--- config.mk ---
export PLATFORM = sky130hd
export DESIGN_NAME = des_output_stage
export DESIGN_NICKNAME = d
export VERILOG_FILES = /design/src/rtl/des_output_stage.sv
export SDC_FILE = /design/constraint.sdc
export NUM_CORES = 1
export LEC_CHECK = 0
export ABC_AREA = 1
export BUFFER_PORTS_ARGS = -buffer_cell sky130_fd_sc_hd__buf_2
export CAP_MARGIN = 20
export CORE_MARGIN = 2
export CORE_UTILIZATION = 50
export DETAILED_ROUTE_END_ITERATION = 16
export GPL_TIMING_DRIVEN = 0
export PLACE_DENSITY = 0.77
export SYNTH_ARGS = -nofsm -noshare
export SYNTH_HDL_FRONTEND = slang
export SYNTH_SLANG_ARGS = --single-unit
--- constraint.sdc ---
create_clock -name i_clk -period 1.5 [get_ports i_clk]
set_input_delay 0.15 -clock i_clk [delete_from_list [all_inputs] [get_ports i_clk]]
set_output_delay 0.15 -clock i_clk [all_outputs]
set_load 0.02 [all_outputs]
--- src/rtl/des_output_stage.sv ---
// DES back end: forms the pre-output block from the round-16 halves, applies IP^-1,
// and streams the 64-bit cipher block out as 8 bytes on a valid/ready interface.
module des_output_stage #(
  parameter bit SWAP_HALVES = 1'b1,
  parameter bit BYTE_REV    = 1'b0
) (
  input  logic        i_clk,
  input  logic        i_rst_n,
  input  logic [31:0] i_l16,
  input  logic [31:0] i_r16,
  input  logic        i_valid,
  output logic        o_in_ready,
  output logic [7:0]  o_byte,
  output logic        o_byte_valid,
  input  logic        i_byte_ready,
  output logic        o_last,
  input  logic        i_flush,
  output logic        o_busy
);

  // state   | meaning
  // ST_IDLE | no block held, ready for a new block
  // ST_SEND | hold register streaming bytes, cnt_q = byte being offered
  typedef enum logic {ST_IDLE, ST_SEND} state_t;

  state_t      state_q, state_d;
  logic [2:0]  cnt_q, cnt_d;
  logic [63:0] hold_q, hold_d;
  logic        rdy_en_q;

  logic [63:0] pre_out;
  logic [63:0] perm_c;
  logic        send;
  logic        last_byte;
  logic        accept;
  logic        byte_hs;
  logic [2:0]  byte_sel;
  logic [7:0]  sel_byte;

  assign pre_out = SWAP_HALVES ? {i_l16, i_r16} : {i_r16, i_l16};

  // IP^-1, one row of eight output bits per iteration
  always_comb begin
    perm_c = '0;
    for (int j = 0; j < 8; j++) begin
      perm_c[8*j+0] = pre_out[39-j];
      perm_c[8*j+1] = pre_out[7-j];
      perm_c[8*j+2] = pre_out[47-j];
      perm_c[8*j+3] = pre_out[15-j];
      perm_c[8*j+4] = pre_out[55-j];
      perm_c[8*j+5] = pre_out[23-j];
      perm_c[8*j+6] = pre_out[63-j];
      perm_c[8*j+7] = pre_out[31-j];
    end
  end

  assign send      = (state_q == ST_SEND);
  assign last_byte = (cnt_q == 3'd7);

  // rdy_en_q keeps ready low until the first edge after reset release
  assign o_in_ready   = rdy_en_q & ~i_flush & (~send | (last_byte & i_byte_ready));
  assign accept       = i_valid & o_in_ready;
  assign byte_hs      = send & i_byte_ready;
  assign o_byte_valid = send;
  assign o_last       = send & last_byte;
  assign o_busy       = send;

  assign byte_sel = BYTE_REV ? ~cnt_q : cnt_q;

  always_comb begin
    sel_byte = hold_q[8*byte_sel +: 8];
    o_byte   = '0;
    for (int b = 0; b < 8; b++) begin
      o_byte[7-b] = send & sel_byte[b];
    end
  end

  always_comb begin
    state_d = state_q;
    cnt_d   = cnt_q;
    hold_d  = hold_q;
    if (i_flush) begin
      state_d = ST_IDLE;
      cnt_d   = 3'd0;
      hold_d  = '0;
    end else begin
      case (state_q)
        ST_IDLE: begin
          if (accept) begin
            state_d = ST_SEND;
            cnt_d   = 3'd0;
            hold_d  = perm_c;
          end
        end
        ST_SEND: begin
          if (byte_hs) begin
            if (last_byte) begin
              cnt_d = 3'd0;
              if (accept) begin
                state_d = ST_SEND;
                hold_d  = perm_c;
              end else begin
                state_d = ST_IDLE;
              end
            end else begin
              cnt_d = cnt_q + 3'd1;
            end
          end
        end
        default: begin
          state_d = ST_IDLE;
          cnt_d   = 3'd0;
        end
      endcase
    end
  end

  always_ff @(posedge i_clk or negedge i_rst_n) begin
    if (!i_rst_n) begin
      state_q  <= ST_IDLE;
      cnt_q    <= 3'd0;
      hold_q   <= '0;
      rdy_en_q <= 1'b0;
    end else begin
      state_q  <= state_d;
      cnt_q    <= cnt_d;
      hold_q   <= hold_d;
      rdy_en_q <= 1'b1;
    end
  end

endmodule
### After elaboration in Yosys (flattened, before gate mapping)

Cells that the tools add are included.

* add/sub/neg operators: 1
* equal/unequal tests: 4
* shift operators: 1
* multiplexer cells: 15
* bitwise operators: 17
* reduce and logical (&&, ||, !) cells: 2

Operator list (count)
* 2-to-1 mux 64 bit: 4
* case mux 64 bit (2 select lines): 1
* variable part select 64 x 7 -> 8 bit: 1
* AND 1 bit: 14
* 2-to-1 mux 3 bit: 4
* != test 3 x 2 -> 1 bit (second input constant): 2
* case mux 3 bit (2 select lines): 1
* 2-to-1 mux 1 bit: 4
* AND reduction 2 bit: 2
* adder 3 x 1 -> 3 bit (second input constant): 1
* equality test 3 bit (second input constant): 1
* != test 3 bit (second input constant): 1
* NOT 1 bit: 2
* case mux 1 bit (2 select lines): 1
* OR 1 bit: 1

* bits in registers: 69
* output and inout bits: 12

### Longest topological paths before layout

* word-level depth: 10
* mapped depth: 11
* mapped depth without buffers: 9

### Worst setup path after synthesis

No wires, ideal clock.

* kind: reg2reg
* start point: register cnt_q[0] (netlist: byte_sel[0])
* end point: register hold_q[0]
* arrival time: 1.429 ns
* setup slack: -0.046 ns
* stages on the path, launching flop included: 11
* buffers on the path: 2
* cells stage by stage: dfrtp_1 > ha_1 > ha_1 > nand2_1 > clkinv_1 > nor2_4 > nor2_4 > buf_6 > buf_4 > nand3_1 > nand2_1

* cells in the longest elaborated chain, start to end: 10

RTL lines
* start: declaration: RTL line 27 `logic [2:0] cnt_q, cnt_d;`
* start signal: assignment: RTL line 126 `cnt_q <= cnt_d;`
* equality test 3 bit *: RTL line 58 `assign last_byte = (cnt_q == 3'd7);`
* AND 1 bit: RTL line 61 `assign o_in_ready = rdy_en_q & ~i_flush & (~send | (last_byte & i_byte_ready));`
* OR 1 bit: RTL line 61
* AND 1 bit: RTL line 61
* AND 1 bit: RTL line 62 `assign accept = i_valid & o_in_ready;`
* 2-to-1 mux 64 bit (3 in series)
* case mux 64 bit (2 select lines)
* 2-to-1 mux 64 bit
* end signal: assignment: RTL line 127 `hold_q <= hold_d;`
* end: declaration: RTL line 28 `logic [63:0] hold_q, hold_d;`

Mark *: on every way between the ends. The rest lies on a longest branch, timed or not. The select of a mux whose other input is x is not followed.
A chain may end at the register's enable or synchronous reset.

### Final worst setup path

* start point: register cnt_q[0] (netlist: byte_sel[0])
* end point: output port o_byte[4]

* cells in the longest elaborated chain, start to end: 2

RTL lines
* variable part select 64 x 7 -> 8 bit: RTL line 71 `sel_byte = hold_q[8*byte_sel +: 8];`
* AND 1 bit: RTL line 74 `o_byte[7-b] = send & sel_byte[b];`
* end: declaration: RTL line 13 `output logic [7:0] o_byte,`

No other way between the ends.

==> results.toml <==
[power_and_ir_drop]
switchingPower_w = 0.00132
leakagePower_nw = 2.86
p_seq_share_pct = 44.4
p_int_w = 0.00327
powerDensity_mw_per_mm2 = 824
p_comb_share_pct = 19.4
switching_share_pct = 28.7
pwr-share-clk_pct = 36.2
irDropWorstVdd_v = 0.000590

[yosys]
synth_area_leaders = "dfrtp_1 43%, nand2_1 19%, nand3_2 12%"
synth.top_cells.by_count = "205 x nand2_1, 95 x nand3_1, 69 x dfrtp_1"
synth-compound-area-share_pct = 0.186
synth_mux_area_share_pct = 0
synth_most_common_cell = "nand2_1"
synth_edf_count = 0
ys.warnings.count = 0
synth_xor_area_share_pct = 0
yosysUniqueCellTypes = 22
yosys.area.top_type_share_pct = 42.9
synthAdderAreaFrac_pct = 0.621
synth_cells = 512
synth_top_family_by_area = "simple AND/OR/NAND/NOR gates"
synth_simple_gate_area_share_pct = 46.3
ys.flop_type = "dfrtp_1"
ys_ff_latch = 69
synth_area_leader_cell = "dfrtp_1"
netlist_area_mm2 = 0.00403
synth_nets = 583
seq_area_frac_synth_pct = 42.9
avgSynthCellArea_um2 = 7.87
synth_async_sr_flop_share_pct = 100

[cells_and_area]
n_antenna_cell = 0
post-route-cell-area_mm2 = 0.00557
syn_to_final_growth_pct = 38.3
nets = 697
fillers = 593
fin_util_pct = 71.7
drive_above_1_share_pct = 43.6

[critical_path]
endpoint_kind = "primary output"
critPathLaunchType = "flop"
cp_slowest_cell = "dfrtp_1"
worstSetupStartpoint = "byte_sel[0]$_DFFE_PN0P_"
worstSetupPathType = "reg -> out"
reg2reg_depth = 13
r2r-end = "hold_q[5]$_DFFE_PN0P_"
max_stage_delay_ns = 0.40
reg2reg_slack_ns = -0.34
r2r-start = "byte_sel[0]$_DFFE_PN0P_"
critPathCapture = "o_byte[4]"
crit_chain = "buf_6 -> inv_8 -> buf_8 -> nand2_1 -> nand2_1 -> nand2_1 -> nand3_1 -> nand2_1 -> nor2_2 -> buf_6"
worstPathRequired_ns = 1.35
crit_path_max_fanout = 10
cp.arrival_ns = 1.72
path_common_cell = "nand2_1"

[flow_run]
cap_viol_max_count = 0

[place]
place_ws_ns = -0.195
place_area_mm2 = 0.00459
port_buffers = 80
place.gp.congestion = 0.873
dp_hpwl_mm = 7.33

[route]
wl_per_cell_um = 16.2
ant_nets = 0
vias_per_cell = 5.36
drt_iter0_drc = 227
drc = 0
totalWireLength_mm = 11.9
drt_pass1_iterations = 5
num_vias = 3927

[floorplanning]
dieWidth_um = 93.8
coreArea_mm2 = 0.00777
fp.dieH_um = 93.8
start_util_pct = 51.9
io-pin-count = 81
rows = 32
die-area_mm2 = 0.00879

[hold_path]
worstHoldPathType = "in -> reg"
hold_start = "i_r16[30]"

[clock_tree]
root_buffer = "clkbuf_8"
clkLatencyLatePin_ns = 0.35
numCtsBuffers = 9
htreeDepth = 3
clkTransAtPathRegs_ns = 0.08
clock_path_buffers = 2
cts.sinks = 69
cts_tree = "built"

[sta]
setup_slack_ns = -0.369
rsz0062_at_grt = "yes"
worst_pin_slew_ns = 0.910
setup_viol = 75
fin_crit_ns = 1.87
timing.fmax_mhz = 535
final_hold_viol_count = 0
fin_crit_sh_pct = 125
drv_slew = 0
skew_ns = 0.00804
slew_headroom_pct = 39.3

[global_route]
antenna_found_initial = 0
grt_util_all_layers_pct = 26.6
grt_pass1_vias = 3785
overflow = 0
grt_pass1_wl_mm = 18.1
grt_max_degree = 70

[status]
status = "finished, violations left"
violations = "negative setup slack"
cell usage in the layout (no fill, tap or decap), drive strengths merged:
cell type,Yosys,routed
o211ai,1,1
clkinv,1,3
nand3,145,145
nor2,18,18
or2,1,1
nand2,206,206
clkinvlp,0,2
inv,23,24
clkbuf,6,19
conb,1,1
bufinv,0,2
dlygate4sd3,0,1
nor3,1,1
buf,36,134
dfrtp,69,69
nand4,2,2
ha,2,2
cell type report:
cell class	count	area [um^2]	share of cell area, %
Clock inverter	7	90.1	1.62
Timing Repair Buffer	105	840	15.1
Sequential cell	69	1730	31.0
Multi-Input combinational cell	377	2170	38.9
Tap cell	102	128	2.29
Inverter	24	103	1.84
Buffer	40	393	7.05
Clock buffer	9	124	2.22
worst max-delay path: cells and delay by family, from the launching register on:
family / cells / cell delay (ns)
buffers and inverters: 4 / 0.50
flip-flops: 1 / 0.40
AND/OR/NAND/NOR: 6 / 0.45
cell families after synthesis:
kind of cell | Yosys count
buf+inv | 66
fa+ha+maj | 2
other cells | 1
flops | 69
compound gates | 1
simple gates | 373
routing by layer:
metal | global-route usage [%] | part of all wire (%) | vias up
li1 | - | - | 1871
met1 | 34.5 | 41 | 1880
met2 | 44.7 | 51 | 165
met4 | 7.61 | 1.1 | 0
met5 | 0 | 0 | -
met3 | 6.02 | 6.6 | 11
registers in the layout (all words and copies together) (netlist names):
register	flops
hold_q	64
o_busy	1
byte_sel	3
rdy_en_q	1
worst min path at each step:
stage	end	slack [ns]	cells past startpoint
final	hold_q[15]$_DFFE_PN0P_	0.02	3
after global routing	hold_q[15]$_DFFE_PN0P_	0.03	3
after CTS	hold_q[30]$_DFFE_PN0P_	0.009	3
after detailed placement	hold_q[50]$_DFFE_PN0P_	0.34	1
after global placement	hold_q[21]$_DFFE_PN0P_	0.38	3
after floorplan	byte_sel[0]$_DFFE_PN0P_	-0.15	0
per-stage QoR:
stage          setup TNS, ns  power (W)  std cells  hold WS (ns)
6_report              -19.46    0.00459        733        0.0176
5_1_grt               -24.10    0.00477        733        0.0281
4_1_cts               -19.66    0.00454        733       0.00863
3_5_place_dp           -7.37    0.00273        694         0.337
3_3_place_gp          -10.83    0.00271        694         0.379
2_1_floorplan              0    0.00247        512        -0.146
power by group through the flow:
stage / clock network (W) / logic, W / registers [W]
4_1_cts: 0.00169 / 0.000824 / 0.00203
3_3_place_gp: 0 / 0.000646 / 0.00206
2_1_floorplan: 0 / 0.000421 / 0.00205
6_report: 0.00166 / 0.000889 / 0.00204
5_1_grt: 0.00176 / 0.000964 / 0.00204
3_5_place_dp: 0 / 0.000664 / 0.00206
timing repair:
action | 4_1_cts | 5_1_grt
hold buffers | 1 | 0
pin swaps | 12 | 35
resized for setup | 86 | 61
setup buffers | 16 | 2
gates cloned | 7 | 4
setup endpoints to repair | 74 | 75
hold endpoints to repair | 69 | 0
Note: power is estimated with default switching activity, not from simulation.
